<file path="config.mk">
export PLATFORM = sky130hd
export DESIGN_NAME = shift_register_universal_seq
export DESIGN_NICKNAME = d
export VERILOG_FILES = /design/src/rtl/shift_register_universal_seq.sv
export SDC_FILE = /design/constraint.sdc
export NUM_CORES = 1
export LEC_CHECK = 0
export CAP_MARGIN = 25
export CORE_UTILIZATION = 49
export DETAILED_ROUTE_END_ITERATION = 10
export PLACE_DENSITY_LB_ADDON = 0.12
export RECOVER_POWER = 50
export SYNTH_ARGS = -nofsm -noshare
export SYNTH_HDL_FRONTEND = slang
export SYNTH_SLANG_ARGS = --single-unit
export TNS_END_PERCENT = 30
</file>
<file path="constraint.sdc">
create_clock -name clk -period 5 [get_ports clk]
set_clock_uncertainty 0.2 [all_clocks]
set_input_delay 0.5 -clock clk [delete_from_list [all_inputs] [get_ports clk]]
set_output_delay 0.5 -clock clk [all_outputs]
set_load 0.02 [all_outputs]
</file>
<file path="src/rtl/shift_register_universal_seq.sv">
// Universal shift register with parallel load, rotate/arithmetic modes and a
// sequenced multi-step shift engine: one start command performs amt single-bit
// steps, one per enabled clock, reported through busy/done.
module shift_register_universal_seq #(
   parameter int WIDTH = 16,
   parameter int AW    = 5
) (
   input  logic             clk,
   input  logic             rst,
   input  logic             en,
   input  logic             start,
   input  logic [2:0]       mode,
   input  logic [AW-1:0]    amt,
   input  logic [WIDTH-1:0] load_data,
   input  logic             sin_l,
   input  logic             sin_r,
   output logic [WIDTH-1:0] out,
   output logic             sout_l,
   output logic             sout_r,
   output logic             busy,
   output logic             done
);

   localparam logic [2:0] MODE_SHL  = 3'b000;
   localparam logic [2:0] MODE_SHR  = 3'b001;
   localparam logic [2:0] MODE_ROL  = 3'b010;
   localparam logic [2:0] MODE_ROR  = 3'b011;
   localparam logic [2:0] MODE_ASR  = 3'b100;
   localparam logic [2:0] MODE_LOAD = 3'b101;

   typedef enum logic {IDLE, SHIFT} state_t;

   state_t           state_q, state_d;
   logic [WIDTH-1:0] data_q,  data_d;
   logic [AW-1:0]    cnt_q,   cnt_d;
   logic [2:0]       mode_q,  mode_d;
   logic             busy_q,  busy_d;
   logic             done_q,  done_d;

   // One single-bit step of the captured operation; serial inputs are live.
   function automatic logic [WIDTH-1:0] shift_step(
      input logic [WIDTH-1:0] d,
      input logic [2:0]       m,
      input logic             fill_l,
      input logic             fill_r
   );
      logic [WIDTH-1:0] r;
      r = d;
      case (m)
         MODE_SHL: r = {d[WIDTH-2:0], fill_r};
         MODE_SHR: r = {fill_l, d[WIDTH-1:1]};
         MODE_ROL: r = {d[WIDTH-2:0], d[WIDTH-1]};
         MODE_ROR: r = {d[0], d[WIDTH-1:1]};
         MODE_ASR: r = {d[WIDTH-1], d[WIDTH-1:1]};
         default:  r = d;
      endcase
      return r;
   endfunction

   // Command acceptance and step sequencing; done is a one-cycle pulse.
   always_comb begin
      state_d = state_q;
      data_d  = data_q;
      cnt_d   = cnt_q;
      mode_d  = mode_q;
      busy_d  = busy_q;
      done_d  = 1'b0;
      if (en) begin
         case (state_q)
            IDLE: begin
               if (start) begin
                  if (mode == MODE_LOAD) begin
                     data_d = load_data;
                     done_d = 1'b1;
                  end else if (mode > MODE_LOAD || amt == '0) begin
                     // Reserved modes and zero-step commands complete at once.
                     done_d = 1'b1;
                  end else begin
                     mode_d  = mode;
                     cnt_d   = amt;
                     busy_d  = 1'b1;
                     state_d = SHIFT;
                  end
               end
            end
            SHIFT: begin
               data_d = shift_step(data_q, mode_q, sin_l, sin_r);
               cnt_d  = cnt_q - 1'b1;
               if (cnt_q == {{(AW-1){1'b0}}, 1'b1}) begin
                  busy_d  = 1'b0;
                  done_d  = 1'b1;
                  state_d = IDLE;
               end
            end
            default: state_d = IDLE;
         endcase
      end
   end

   // State registers; reset aborts any shift in progress without a done pulse.
   always_ff @(posedge clk) begin
      if (rst) begin
         state_q <= IDLE;
         data_q  <= '0;
         cnt_q   <= '0;
         mode_q  <= '0;
         busy_q  <= 1'b0;
         done_q  <= 1'b0;
      end else begin
         state_q <= state_d;
         data_q  <= data_d;
         cnt_q   <= cnt_d;
         mode_q  <= mode_d;
         busy_q  <= busy_d;
         done_q  <= done_d;
      end
   end

   assign out    = data_q;
   assign sout_l = data_q[WIDTH-1];
   assign sout_r = data_q[0];
   assign busy   = busy_q;
   assign done   = done_q;

endmodule
</file>
Word level (Yosys, flattened, before mapping)

Index checks and enable logic that the tools add are counted.
Widths: inputs -> output; s select.

Register bits after elaboration: 27
Memory bits (writable): 0
Memory bits (read-only): 0
Output and inout bits: 20
Latch bits: 0
Memories kept: 0

Reductions and logical operators: 9
Multipliers: 0
Add/sub/neg operators: 1
Equal/unequal tests: 14
Shift operators: 0
Magnitude comparators: 1
Div/mod/pow operators: 0
Multiplexer cells: 23
Bitwise gates (word level): 4

Operators with widths:

| operator            | count |
|---|---|
| $pmux 16 s5         | 1 |
| $mux 16             | 2 |
| $pmux 16 s2         | 1 |
| $mux 5              | 3 |
| $reduce_and 5->1    | 3 |
| $mux 1              | 12 |
| $ne 2x2->1 const B  | 5 |
| $pmux 5 s2          | 1 |
| $reduce_and 4->1    | 2 |
| $eq 3x2->1 const B  | 2 |
| $eq 3x3->1 const B  | 2 |
| $ne 6x1->1 const B  | 1 |
| $pmux 1 s2          | 3 |
| $eq 5x1->1 const B  | 1 |
| $logic_not 5->1     | 1 |
| $ne 5x1->1 const B  | 1 |
| $sub 5x1->5 const B | 1 |
| $not 1->1           | 4 |
| $eq 3x1->1 const B  | 1 |
| $gt 3x3->1 const B  | 1 |
| $logic_not 3->1     | 1 |
| $ne 2x1->1 const B  | 1 |
| $reduce_or 2->1     | 1 |
| $logic_or 1x1->1    | 1 |

Longest topological paths before layout

Depth in word-level cells: 6
Mapped depth: 7

Least setup slack after synthesis

No wires, ideal clock.

Path kind: input-to-reg
From: input port amt[2]
To: register cnt_q[0]
Arrival: 1.621 ns
Data required time: 4.712 ns
Stages: 5
Setup slack: 3.091 ns
Path buffers: 1
Setup time: 0.088 ns
Cell sequence: or4_4 o211ai_2 buf_6 a221oi_2 a311oi_2

Cells in the longest elaborated chain, start to end: 4

RTL lines:

| item                       | RTL line | source |
|---|---|---|
| start: declaration         | 13       | `input logic [AW-1:0] amt,` |
| $logic_not 5->1            | 75       | `end else if (mode > MODE_LOAD \|\| amt == '0) begin` |
| $logic_or 1x1->1           | 75       |  |
| $ne 2x2->1 (no line)       | -        |  |
| $reduce_and 4->1 (no line) | -        |  |
| end signal: assignment     | 112      | `cnt_q <= cnt_d;` |
| end: declaration           | 35       | `logic [AW-1:0] cnt_q, cnt_d;` |

Every way passes these cells.
A chain may end at the register's enable or synchronous reset.

Worst setup path in the final report

From: register state_q
To: register cnt_q[1]

Cells in the longest elaborated chain, start to end: 3
Elaborated cells between the ends (all ways): 6

RTL lines:

| item                       | RTL line | source |
|---|---|---|
| start: declaration         | 33       | `state_t state_q, state_d;` |
| start signal: assignment   | 110      | `state_q <= state_d;` |
| $not 1->1                  | -        |  |
| $ne 2x2->1 (no line)       | -        |  |
| $reduce_and 4->1 (no line) | -        |  |

Parallel ways exist; a longest one is shown, timed or not.

==> qor.csv <==
stage;metric;value;unit
cts;htreeDepth;1;
routing;totalWireLength;4080;microns
grt;antenna_found_initial;0;
sta;finalSetupTns;0;ns
final_layout;drive_gt1_share;4.62;%
synth;synth_edf_count;0;
min_path;holdCritStartpoint;busy;
synth;synth_area;1620;sq um
power;cellPowerDensity;221;nW/um^2
placed_design;dpl.hpwl;2860;microns
synth;ys_warn_count;0;
sta;worstMarginPinSlew;1.18;ns
power;p_comb_share;26.2;%
critical_path;startpoint_type;register;
cts;cts_max_path_buffers;2;
power;clock_power_share;21.5;%
sta;fin_crit_sh;59.6;%
critical_path;critical-path-max-stage-delay;0.94;ns
power;irDropWorstVdd;0.000119;V
sta;slew_headroom;21.1;%
critical_path;reg2reg_depth;4;
cts;holdBufCountCts;0;
critical_path;crit_type;reg -> reg;
placed_design;gp_congestion;0.780;
sta;rsz0062_at_grt;false;
critical_path;regToRegSetupSlack;2.02;ns
floorplan;start_util;52.2;%
critical_path;crit_start;state_q;
synth;syn_inst;203;
final_layout;nNetsFinal;271;
routing;wl_per_cell;14.5;microns
synth;synth_nets;235;
cts;clk-insertion-delay-late;0.33;ns
final_layout;final_cell_mix;clkdlybuf4s50_1, dfxtp_1, nand3_1, nor2_1, o21ai_0;
critical_path;r2r-start;state_q;
critical_path;endpoint;cnt_q[1];
critical_path;path_cells;clkbuf_1, nand2_1, a221o_2, a21oi_1;
critical_path;required;5.07;ns
cts;clock_sinks;27;
sta;finalCriticalPeriod;2.98;ns
cts;cts-resized-gates;0;
routing;drtIter0Drc;113;
synth;synth-seq-cells;27;
critical_path;crit_slowest_cell;clkbuf_1;
min_path;hold_path_class;reg -> reg;
critical_path;timing.rr.end;cnt_q[1];
cts;cts.clk_slew.worst_paths;0.15;ns
critical_path;critPathBufInv;1;
critical_path;crit_family;buffers and inverters;
placed_design;place_area;2070;sq um
floorplan;coreArea;3100;sq um
final_layout;fillerInstances;303;
floorplan;dieWidth;59.5;microns
floorplan;die-area;3540;sq um
floorplan;dieHeight;59.5;microns
grt;grt_pass1_wl;6730;microns
power;sw_frac_of_total;30.9;%
power;p_seq_share;52.2;%
routing;vias;1687;
synth;yosysSeqAreaShare;33.4;%
grt;grt.overflow.total;0;
power;power_leakage;0.757;nW
sta;hold_viol_final;0;
critical_path;arrival;3.05;ns
grt;grt_max_degree;30;
cts;cts_buffers;3;
sta;finalSetupViolations;0;
run_status;outcome;finished, final reports clean;
sta;finalMaxSlewViolations;0;
final_layout;fin_util;67.3;%
power;internal-power;318;uW
grt;grt_pass1_vias;1493;
floorplan;ios;50;
floorplan;num_rows;20;
power;p_sw;142;uW
critical_path;cp.depth;4;
grt;groute.usage.overall;24.8;%
cts;root_buffer;clkbuf_4;
synth;synth_cell_type_count;41;
routing;antenna_left;0;
synth;syn_avg_cell_area;7.98;sq um
final_layout;antennaDiodeCount;0;
synth;async_reset_ff_share;0;%
final_layout;synthToLayoutAreaGrowth;28.9;%
synth;synth_ff_type;dfxtp_1;
routing;firstDrtPassIters;5;
placed_design;io_buffers;49;
critical_path;path_max_fanout;29;
routing;vias_per_cell;5.98;
final_layout;mostFrequentLayoutCell;clkdlybuf4s50_1;
final_layout;fin_area;2090;sq um
routing;drc;0;
cts;post-cts-setup-buffers;0;
job;cap_violations;0;
sta;clock.fmax;336;MHz
critical_path;end_kind;register;
cts;cts_tree;yes;
[logic make-up (layout without fill, tap and decap cells)]
logic type	count (synthesis)	count (layout)	share of synthesized area, %
AO/OA/AOI/OAI	75	75	32.3
AND/OR/NAND/NOR	71	71	22.3
flip-flops	27	27	33.4
buffers and inverters	23	58	7.34
multiplexers	4	4	2.55
adder cells (fa/ha/maj)	2	2	1.55
XOR/XNOR	1	1	0.541
[final cells by class]
type | count | area (sq um) | share of cell area (%)
clock buffer | 4 | 26.3 | 1.26
inverter | 4 | 15.0 | 0.719
multi-input combinational | 153 | 956 | 45.8
sequential | 27 | 541 | 25.9
tap | 44 | 55.1 | 2.64
timing repair buffer | 50 | 494 | 23.7
[cells in the mapped netlist (2+ instances only)]
cell / instances / share of area (%)
ha_1: 2 / 1.5
a22o_1: 14 / 7.6
clkbuf_1: 9 / 2.1
nor3_1: 2 / 0.62
nor2_1: 21 / 4.9
o21a_1: 2 / 0.93
mux2i_1: 3 / 1.9
nor2b_1: 5 / 1.9
inv_1: 4 / 0.93
dfxtp_1: 27 / 33
buf_4: 3 / 1.4
o21ai_0: 20 / 6.2
nand2_1: 7 / 1.6
nand2b_1: 3 / 1.2
buf_2: 4 / 1.2
a221oi_1: 2 / 1.1
buf_6: 2 / 1.4
a21oi_1: 9 / 2.8
nand3_1: 25 / 7.7
a31oi_1: 18 / 7.0
[metal layers]
metal / track usage (%) / wire length (microns) / part of all wire (%) / vias up
met5: 0 / 0 / 0 / -
met4: 9.18 / 42 / 1.0 / 0
met3: 3.06 / 248 / 6.1 / 5
met2: 39.6 / 1880 / 46 / 73
met1: 34.0 / 1910 / 47 / 782
li1: - / - / - / 827
[power groups by stage]
stage | logic [mW] | clock network, mW | registers, mW
floorplan | 0.0710 | 0 | 0.248
global placement | 0.121 | 0 | 0.245
detailed placement | 0.123 | 0 | 0.245
CTS | 0.123 | 0.101 | 0.241
global route | 0.132 | 0.111 | 0.242
finish | 0.121 | 0.0992 | 0.241
[through the flow]
stage | setup slack, ns | power, mW | hold slack (ns) | std cells
after floorplan | 3.09 | 0.319 | 0.257 | 203
after global placement | 2.32 | 0.365 | 0.260 | 278
after detailed placement | 2.26 | 0.368 | 0.262 | 278
after CTS | 2.61 | 0.465 | 0.285 | 282
after global routing | 1.77 | 0.486 | 0.300 | 282
final | 2.02 | 0.461 | 0.281 | 282
[worst reg2reg max path, stage by stage, from the launching register on]
cell,delay (ns)
dfxtp_1,0.74
clkbuf_1,0.94
nand2_1,0.44
a221o_2,0.47
a21oi_1,0.13
[sequential cells by signal, indices dropped and copies added, names as in the netlist]
| name | flops |
|---|---|
| state_q | 1 |
| mode_q | 3 |
| out | 16 |
| done | 1 |
| cnt_q | 5 |
| busy | 1 |
[worst min path at each step]
stage	slack [ns]	cells past startpoint	to
2_1_floorplan	0.26	2	cnt_q[1]
3_3_place_gp	0.26	2	busy
3_5_place_dp	0.26	2	busy
4_1_cts	0.29	2	busy
5_1_grt	0.30	2	busy
6_report	0.28	2	busy
No activity file was read; power rests on OpenSTA's default activity.
